## config.mk

```make
export PLATFORM = sky130hd
export DESIGN_NAME = mult_sched
export DESIGN_NICKNAME = d
export VERILOG_FILES = /design/src/rtl/mult_sched.sv
export SDC_FILE = /design/constraint.sdc
export NUM_CORES = 1
export LEC_CHECK = 0
export CORE_ASPECT_RATIO = 1.4
export CORE_MARGIN = 2
export CORE_UTILIZATION = 49
export CTS_CLUSTER_SIZE = 14
export DETAILED_ROUTE_END_ITERATION = 6
export PLACE_DENSITY = 0.73
export SYNTH_ARGS = -nofsm -noshare
export SYNTH_HDL_FRONTEND = slang
export SYNTH_SLANG_ARGS = --single-unit
```

## constraint.sdc

```tcl
create_clock -name clk -period 2.4 [get_ports clk]
set_input_delay 0.48 -clock clk [delete_from_list [all_inputs] [get_ports clk]]
set_output_delay 0.48 -clock clk [all_outputs]
set_load 0.1 [all_outputs]
```

## src/rtl/mult_sched.sv

```systemverilog
// rtl/mult_sched.sv - round-robin shared shift-add N x N multiplier for two requesters
// Optional build macro: MULT_SCHED_EARLY_EXIT_EN (finish once the remaining multiplier bits are zero)
module mult_sched #(
  parameter int N = 8
) (
  input  logic           clk,
  input  logic           rst,
  input  logic           req0,
  input  logic [N-1:0]   a0,
  input  logic [N-1:0]   b0,
  input  logic           req1,
  input  logic [N-1:0]   a1,
  input  logic [N-1:0]   b1,
  output logic           gnt0,
  output logic           gnt1,
  output logic           busy,
  output logic           done,
  output logic           done_id,
  output logic [2*N-1:0] result
);

  localparam int CW = $clog2(N);

  typedef enum logic [1:0] {
    S_IDLE,
    S_RUN,
    S_DONE
  } state_t;

  state_t         state, state_n;
  logic [2*N-1:0] acc, acc_n;
  logic [2*N-1:0] mcand, mcand_n;
  logic [N-1:0]   mplier, mplier_n;
  logic [CW-1:0]  cnt, cnt_n;
  logic           owner, owner_n;
  logic           last, last_n;
  logic           gnt0_n, gnt1_n, busy_n, done_n, done_id_n;
  logic [2*N-1:0] result_n;
  logic [2*N-1:0] acc_sum;
  logic           sel;
  logic           early;
  logic           finish;

  assign acc_sum = acc + (mplier[0] ? mcand : '0);

`ifdef MULT_SCHED_EARLY_EXIT_EN
  assign early = ((mplier >> 1) == '0);
`else
  assign early = 1'b0;
`endif

  assign finish = (cnt == CW'(N - 1)) || early;

  // On a tie the port that was not served last wins; a lone request always wins.
  assign sel = (req0 && req1) ? ~last : req1;

  always_ff @(posedge clk or posedge rst) begin
    if (rst) begin
      state   <= S_IDLE;
      acc     <= '0;
      mcand   <= '0;
      mplier  <= '0;
      cnt     <= '0;
      owner   <= 1'b0;
      last    <= 1'b1;
      gnt0    <= 1'b0;
      gnt1    <= 1'b0;
      busy    <= 1'b0;
      done    <= 1'b0;
      done_id <= 1'b0;
      result  <= '0;
    end else begin
      state   <= state_n;
      acc     <= acc_n;
      mcand   <= mcand_n;
      mplier  <= mplier_n;
      cnt     <= cnt_n;
      owner   <= owner_n;
      last    <= last_n;
      gnt0    <= gnt0_n;
      gnt1    <= gnt1_n;
      busy    <= busy_n;
      done    <= done_n;
      done_id <= done_id_n;
      result  <= result_n;
    end
  end

  always_comb begin
    state_n   = state;
    acc_n     = acc;
    mcand_n   = mcand;
    mplier_n  = mplier;
    cnt_n     = cnt;
    owner_n   = owner;
    last_n    = last;
    gnt0_n    = 1'b0;
    gnt1_n    = 1'b0;
    busy_n    = busy;
    done_n    = 1'b0;
    done_id_n = done_id;
    result_n  = result;

    case (state)
      S_IDLE: begin
        if (req0 || req1) begin
          mcand_n  = {{N{1'b0}}, (sel ? a1 : a0)};
          mplier_n = sel ? b1 : b0;
          acc_n    = '0;
          cnt_n    = '0;
          owner_n  = sel;
          last_n   = sel;
          gnt0_n   = ~sel;
          gnt1_n   = sel;
          busy_n   = 1'b1;
          state_n  = S_RUN;
        end
      end

      S_RUN: begin
        acc_n    = acc_sum;
        mcand_n  = mcand << 1;
        mplier_n = mplier >> 1;
        cnt_n    = cnt + CW'(1);
        if (finish) begin
          result_n  = acc_sum;
          done_id_n = owner;
          done_n    = 1'b1;
          state_n   = S_DONE;
        end
      end

      S_DONE: begin
        busy_n  = 1'b0;
        state_n = S_IDLE;
      end

      default: begin
        busy_n  = 1'b0;
        state_n = S_IDLE;
      end
    endcase
  end

endmodule

```

* Word-level counts from Yosys, hierarchy flattened
Index checks and enable logic that the tools add are counted.
Widths: inputs -> output; s select.
** Operators by class
- Multiplexer cells :: 23
- Equal/unequal tests :: 4
- Bitwise operators :: 3
- Reduce and logical (&&, ||, !) cells :: 9
- $add $sub $neg :: 2
** Operators by type and width (count)
- $pmux 16 s2 :: 2
- $mux 16 :: 3
- $mux 8 :: 3
- $add 16x16->16 :: 1
- $pmux 8 s2 :: 1
- $reduce_and 2->1 :: 5
- $mux 1 :: 8
- $pmux 3 s2 :: 1
- $mux 2 :: 2
- $ne 2x2->1 const B :: 2
- $pmux 2 s2 :: 1
- $add 3x1->3 const B :: 1
- $eq 3x3->1 const B :: 1
- $mux 3 :: 1
- $not 1->1 :: 3
- $eq 2x1->1 const B :: 1
- $logic_not 2->1 :: 1
- $pmux 1 s2 :: 1
- $reduce_bool 2->1 :: 1
- $logic_and 1x1->1 :: 1
- $logic_or 1x1->1 :: 1
** Word-level totals
- Bits of input ports :: 36
- Logic and storage cells :: 54
- Output and inout port bits :: 21
- Register bits :: 68

* Depth between registers and ports, before layout
Gate-level depths: netlist of run 1.
- Depth in word-level cells :: 5
- Mapped depth :: 9
- Mapped depth without buffers :: 8

* Least setup slack after synthesis of run 1
Ideal clock, no wire load.
- Path kind :: reg-to-reg
- From :: reg mplier[0]
- To :: reg result[14]
- Stages on the path, launching flop included :: 10
- Period minus slack after synthesis :: 2.562 ns
- Slack :: -0.162 ns
- Data arrival time :: 2.409 ns
- Path buffers :: 1
- Library setup time :: 0.153 ns
- Data required time :: 2.247 ns
- Path through :: dfrtp_1 clkbuf_1 and2_1 ha_1 fa_1 a21o_1 a311o_1 and2_1 a222oi_1 o311ai_0
** Between the ends
- Cells in the longest elaborated chain, start to end :: 2
** Ends and longest elaborated chain
- start, declared :: RTL line 33 : logic [N-1:0] mplier, mplier_n;
- start signal, assigned :: RTL line 76 : mplier <= mplier_n;
- $mux 16 :: RTL line 44 : assign acc_sum = acc + (mplier[0] ? mcand : '0);
- $add 16x16->16 :: RTL line 44
- end signal, assigned :: RTL line 85 : result <= result_n;
- end, declared :: RTL line 19 : output logic [2*N-1:0] result
No other way between the ends.
A chain may end at the register's enable or synchronous reset.

* Worst setup path in the final report of run 1
Ends and elaborated chain as after synthesis.

==> out/qor.yml, run 1 <==
cts:
  clk_latency_ps: 360
  clk_transition_reported_paths_ps: 80
  clkSinkCount: 68
  root_buffer: "clkbuf_8"
  cts_tree: "done"
  clockBufferDepth: 2
  cts-htree-levels: 3
  cts_made_buffers: 9
route:
  postRouteWirelength_mm: 9.78
  vias: 3498
  drt_iter0_drc: 237
  routedWlPerCell_um: 16.2
  via_per_inst: 5.79
  drtPass1Iterations: 5
  ant_nets: 0
  drc: 0
timing:
  setup_violations: 1
  slew_headroom: 0.429
  hold_viol: 0
  setup_tns_ps: -12.1
  timing.final.ws_setup_ps: -12.1
  slew_viol_final: 0
  maxClockFrequency_mhz: 415
  finalCriticalPeriod_ps: 2410
  worstMarginPinSlew_ps: 857
  worst_clock_skew_ps: 12.0
  rsz0062_at_grt: "true"
  post-route-period-util: 1.01
floorplan:
  start_util: 0.502
  rows: 38
  pin_count: 57
  dieArea_um2: 8670
  die_w_um: 79.3
  die_h_um: 109
  core_um2: 7750
worst_setup_path:
  critPathLaunchType: "flop"
  ff2ff_path_depth: 8
  r2r_slack_ps: -10
  critPathArrivalTime_ps: 2620
  rr_endpoint: "result[14]"
  cp-end-kind: "flop"
  crit_type: "reg2reg"
  critPathMaxFanout: 4
  r2r_start: "mplier[0]"
  required_ps: 2610
synthesis:
  netlist_instances: 436
  synth-edff-count: 0
  synth_fa_ha_area_frac: 0.0598
  synth_nets: 490
  avgSynthCellArea_um2: 8.92
  synth_compound_area_frac: 0.200
  synth_cell_types: 53
  ys_seq_area_frac: 0.438
  async_flop_share: 1.00
  synth_ff_type: "dfrtp_1"
  synthXorXnorAreaFrac: 0.0203
  synth.ff_latch_count: 68
  synth_warnings: 0
  synth_top_family_by_area: "simple AND/OR/NAND/NOR gates"
  synthMuxAreaShare: 0.00772
  synth-simple-area-share: 0.238
  netlist_area_um2: 3890
outcome:
  violations: "negative setup slack"
  outcome: "finished, violations left"
global_routing:
  grt_usage: 0.234
  grt_start_max_net_pins: 51
  grt_overflow: 0
  antenna_found_initial: 0
  grt_pass1_wl_mm: 15.8
  grt_pass1_vias: 3313
flow_run:
  max-cap-violations: 0
power:
  peakVddDrop_mv: 0.807
  power_density_nw_per_um2: 1580
  power.leakage_nw: 2.22
finish:
  final_nets: 553
  fin_util: 0.641
  drive_gt1_frac: 0.192
  area_delta_synth_final_pct: 27.8
  antenna_cells: 0
place:
  dpl.hpwl_mm: 7.01
  numPortBuffers: 56
  gp_congestion: 0.951
hold_path:
  hp-class: "in2async"
==> how the worst max path moves through the flow <==
stage,cells past startpoint,start,to
CTS,8,mplier[0],result[14]
global route,8,mplier[0],result[14]
finish,8,mplier[0],result[14]
floorplan,8,mplier[0],acc[12]
detailed placement,8,mcand[0],acc[8]
global placement,8,mplier[0],acc[8]
==> cell usage after synthesis, types with 8 or more instances <==
cell	count	area share
a211oi_1	14	0.027
nand4_1	10	0.016
a31oi_1	16	0.026
nor2b_1	16	0.026
nand2_1	94	0.091
a21oi_1	14	0.018
and2_1	18	0.029
clkbuf_1	22	0.021
nand3_1	23	0.030
ha_1	17	0.055
dfrtp_1	67	0.43
o21ai_0	23	0.030
nor3_1	11	0.014
buf_2	8	0.010
==> cell type report <==
type / instances / area [um^2]
Fill cell: 661 / 2780
Multi-Input combinational cell: 333 / 2180
Sequential cell: 68 / 1700
Timing Repair Buffer: 83 / 752
Clock buffer: 12 / 165
Tap cell: 100 / 125
Clock inverter: 4 / 31.3
Inverter: 4 / 15.0
==> logic make-up (layout without fill, tap and decap cells) <==
logic type               count (synthesis)  count (layout)
AO/OA/AOI/OAI                          110             110
XOR/XNOR                                 9               9
adder cells (fa/ha/maj)                 18              18
buffers and inverters                   35             103
flip-flops                              68              68
multiplexers                             3               3
AND/OR/NAND/NOR                        193             193
==> stage by stage <==
stage               power, mW  hold slack (ps)  std cells  instance area [um^2]  setup slack [ps]
floorplan                5.43              439        436                  3890            -0.708
global placement         6.52              458        585                  4640              62.8
detailed placement       6.65              464        585                  4640             -25.2
CTS                      7.62              444        602                  4860              1.21
global route             8.33              489        604                  4970             -58.4
finish                   7.83              439        604                  4970             -12.1
==> layer usage <==
metal  vias to the layer above  track usage  share of wire
li1                       1705            -              -
met1                      1666        0.283           0.41
met2                       104        0.406           0.52
met3                        23       0.0476          0.047
met4                         0       0.0973          0.021
met5                         -            0              0
==> where the power goes <==
| part | internal, mW | total, mW | switching [mW] |
|---|---|---|---|
| Clock | 0.463 | 0.925 | 0.462 |
| Combinational | 1.68 | 4.84 | 3.16 |
| Sequential | 1.69 | 2.06 | 0.369 |
| Total | 3.84 | 7.83 | 3.99 |
==> layout by cell type (no fill, tap or decap), drive strengths merged, types with 3 or more instances in the layout <==
cell type / Yosys / final
clkinvlp: 0 / 3
nor3: 11 / 11
nand4: 10 / 10
a211oi: 15 / 15
a22oi: 3 / 3
o311ai: 5 / 5
and3: 6 / 6
nand3: 23 / 23
a211o: 3 / 3
or3: 4 / 4
nor2b: 16 / 16
dfrtp: 67 / 67
clkbuf: 22 / 12
buf: 9 / 48
ha: 17 / 17
xnor2: 4 / 4
and2: 19 / 19
xor2: 5 / 5
nand2: 94 / 94
a21o: 6 / 6
a21oi: 15 / 15
inv: 4 / 5
a31oi: 16 / 16
clkdlybuf4s50: 0 / 35
nor2: 5 / 5
mux2i: 3 / 3
o21ai: 26 / 26
a221oi: 3 / 3
==> state kept, by name, indices dropped and copies added (netlist names) <==
signal,count
last,1
state,2
cnt,3
mcand,16
result,16
mplier,8
owner,1
gnt0,1
gnt1,1
done_id,1
acc,16
done,1
busy,1
==> critical path, cell delays in order, from the launching register on <==
cell and delay [ps]:
dfrtp_1 410, and2_4 160, ha_4 160, fa_2 340, a21o_1 220, a311o_1 400, and2_4 180, a222oi_1 240
o311ai_1 160
==> what timing repair did <==
action                     4_1_cts  5_1_grt
resized for setup                5       20
hold buffers                     0        0
buffers inserted                 1        2
hold endpoints to repair         0        0
pin swaps                        5       14
setup endpoints to repair        7       16
cloned                           0        0
Note: power is estimated with default switching activity, not from simulation.
==> run 2, diff against run 1 <==
--- a/config.mk
+++ b/config.mk
@@ -7,10 +7,10 @@
 export LEC_CHECK = 0
 export CORE_ASPECT_RATIO = 1.4
 export CORE_MARGIN = 2
-export CORE_UTILIZATION = 49
+export CORE_UTILIZATION = 55
 export CTS_CLUSTER_SIZE = 14
 export DETAILED_ROUTE_END_ITERATION = 6
-export PLACE_DENSITY = 0.73
+export PLACE_DENSITY = 0.78
 export SYNTH_ARGS = -nofsm -noshare
 export SYNTH_HDL_FRONTEND = slang
 export SYNTH_SLANG_ARGS = --single-unit
==> constraint.sdc (replaced) <==
create_clock -name clk -period 2.33 [get_ports clk]
set_input_delay 0.466 -clock clk [delete_from_list [all_inputs] [get_ports clk]]
set_output_delay 0.466 -clock clk [all_outputs]
set_load 0.1 [all_outputs]
==> run 2 against run 1 <==
  * The run still ends with negative setup slack left
  * Combinational power up 7.9%
  * Sequential power up 3%
  * Core utilization up 10 points
  * Worst hold slack better by 44 ps
  * Global-route usage up 4.9 points
  * Die area down 10%
  * Via count up 0.71%
  * Power up 7.4%
  * Routed wire length up 1.3%
  * Worst setup slack worse by 90 ps
  * Critical path depth unchanged
==> out/qor.yml, run 2 (same netlist as run 1, synthesis figures left out) <==
timing:
  slew_headroom: 0.657
  setup_tns_ps: -270
  worst_clock_skew_ps: 8.27
  post-route-period-util: 1.04
  maxClockFrequency_mhz: 411
  setup_violations: 6
  rsz0062_at_grt: "true"
  timing.final.ws_setup_ps: -102
  worstMarginPinSlew_ps: 515
  hold_viol: 0
  finalCriticalPeriod_ps: 2430
  slew_viol_final: 0
worst_setup_path:
  ff2ff_path_depth: 8
  required_ps: 2540
  critPathLaunchType: "flop"
  cp-end-kind: "flop"
  r2r_start: "mplier[0]"
  crit_type: "reg2reg"
  critPathArrivalTime_ps: 2640
  crit_start: "mplier[0]"
  critPathMaxFanout: 5
  r2r_slack_ps: -100
cts:
  clockBufferDepth: 2
  cts_tree: "done"
  cts_made_buffers: 9
  cts-htree-levels: 3
  clk_latency_ps: 360
  root_buffer: "clkbuf_8"
  clk_transition_reported_paths_ps: 70
  clkSinkCount: 68
route:
  drtPass1Iterations: 4
  drt_iter0_drc: 204
  via_per_inst: 5.71
  postRouteWirelength_mm: 9.91
  vias: 3523
  drc: 0
  routedWlPerCell_um: 16.1
  ant_nets: 0
power:
  power_switching_share: 0.494
  power_density_nw_per_um2: 1650
  p_int_mw: 4.25
  power_frac_comb: 0.622
  p_sw_mw: 4.15
  power.leakage_nw: 2.33
  seqPwrFrac: 0.252
  clockPowerShare: 0.127
  peakVddDrop_mv: 0.981
outcome:
  outcome: "finished, violations left"
  violations: "negative setup slack"
place:
  dpl_cell_area_um2: 4730
  gp_congestion: 0.909
  numPortBuffers: 56
  dp_slack_ps: -138
  dpl.hpwl_mm: 7.33
  dp_cells: 597
floorplan:
  start_util: 0.564
  pin_count: 57
  dieArea_um2: 7770
  die_w_um: 75.1
  die_h_um: 103
  rows: 36
  core_um2: 6890
global_routing:
  grt_start_max_net_pins: 43
  grt_pass1_wl_mm: 16.4
  grt_overflow: 0
  antenna_found_initial: 0
  grt_usage: 0.283
  grt_pass1_vias: 3538
finish:
  layout_commonest_cell: "nand2_1"
  final_nets: 572
  area_delta_synth_final_pct: 31.3
  mostFrequentLayoutCells: "nand2_1 (94), dfrtp_1 (67), buf_4 (66)"
  final_area_um2: 5100
  reg_top3: "acc: 16 flops, mcand: 16 flops, result: 16 flops"
  drive_gt1_frac: 0.228
  fin_util: 0.741
  fin_cells: 617
  antenna_cells: 0
hold_path:
  hp-class: "in2async"
flow_run:
  max-cap-violations: 0
## run 2: through the flow
stage	hold slack [ps]	total power, mW
global route	516	9.00
floorplan	439	5.59
detailed placement	471	7.06
global placement	455	6.89
CTS	481	8.20
finish	483	8.40
## run 2: what timing repair did
item | CTS | global route
endpoints found under the setup margin | 11 | 17
setup buffers | 2 | 3
hold endpoints to repair | 0 | 0
cloned | 0 | 0
hold buffers | 0 | 0
pin swaps | 11 | 12
gates resized for setup | 6 | 24
## run 2: power by group through the flow
stage               clock network, mW  registers [mW]  logic [mW]
finish                           1.06            2.12        5.22
global route                     1.15            2.18        5.67
CTS                              1.09            2.10        5.01
detailed placement                  0            2.12        4.95
global placement                    0            2.10        4.79
floorplan                           0            3.15        2.44
## run 2: cell type report
class / instances / area, um^2
clock buffers: 11 / 141
clock inverters: 4 / 73.8
repair buffers: 102 / 866
inverters: 4 / 15.0
flip-flops and latches: 68 / 1700
well taps: 95 / 119
fillers: 539 / 1790
multi-input cells: 333 / 2190
## run 2: path summary, 6_finish.rpt
path	endpoint
worst min register to register	done_id
worst max-delay path	result[14]
min in group clk	done_id
worst min-delay path	mplier[7]
max in group asynchronous	result[8]
worst max register to register	result[14]
## run 2: worst max-delay path, cell delays in order (launching register included)
cell,delay (ps)
dfrtp_1,410
and2_4,160
ha_4,160
fa_2,350
a21o_1,200
a311o_1,350
and2_4,180
a222oi_1,300
o311ai_1,190
## run 2: layer usage
layer  global-route usage  routed length (um)  vias to the layer above
met5                    0                   0                        -
li1                     -                   -                     1737
met3               0.0688                 433                       23
met2                0.474                5180                       93
met1                0.334                3970                     1670
met4                0.136                 326                        0
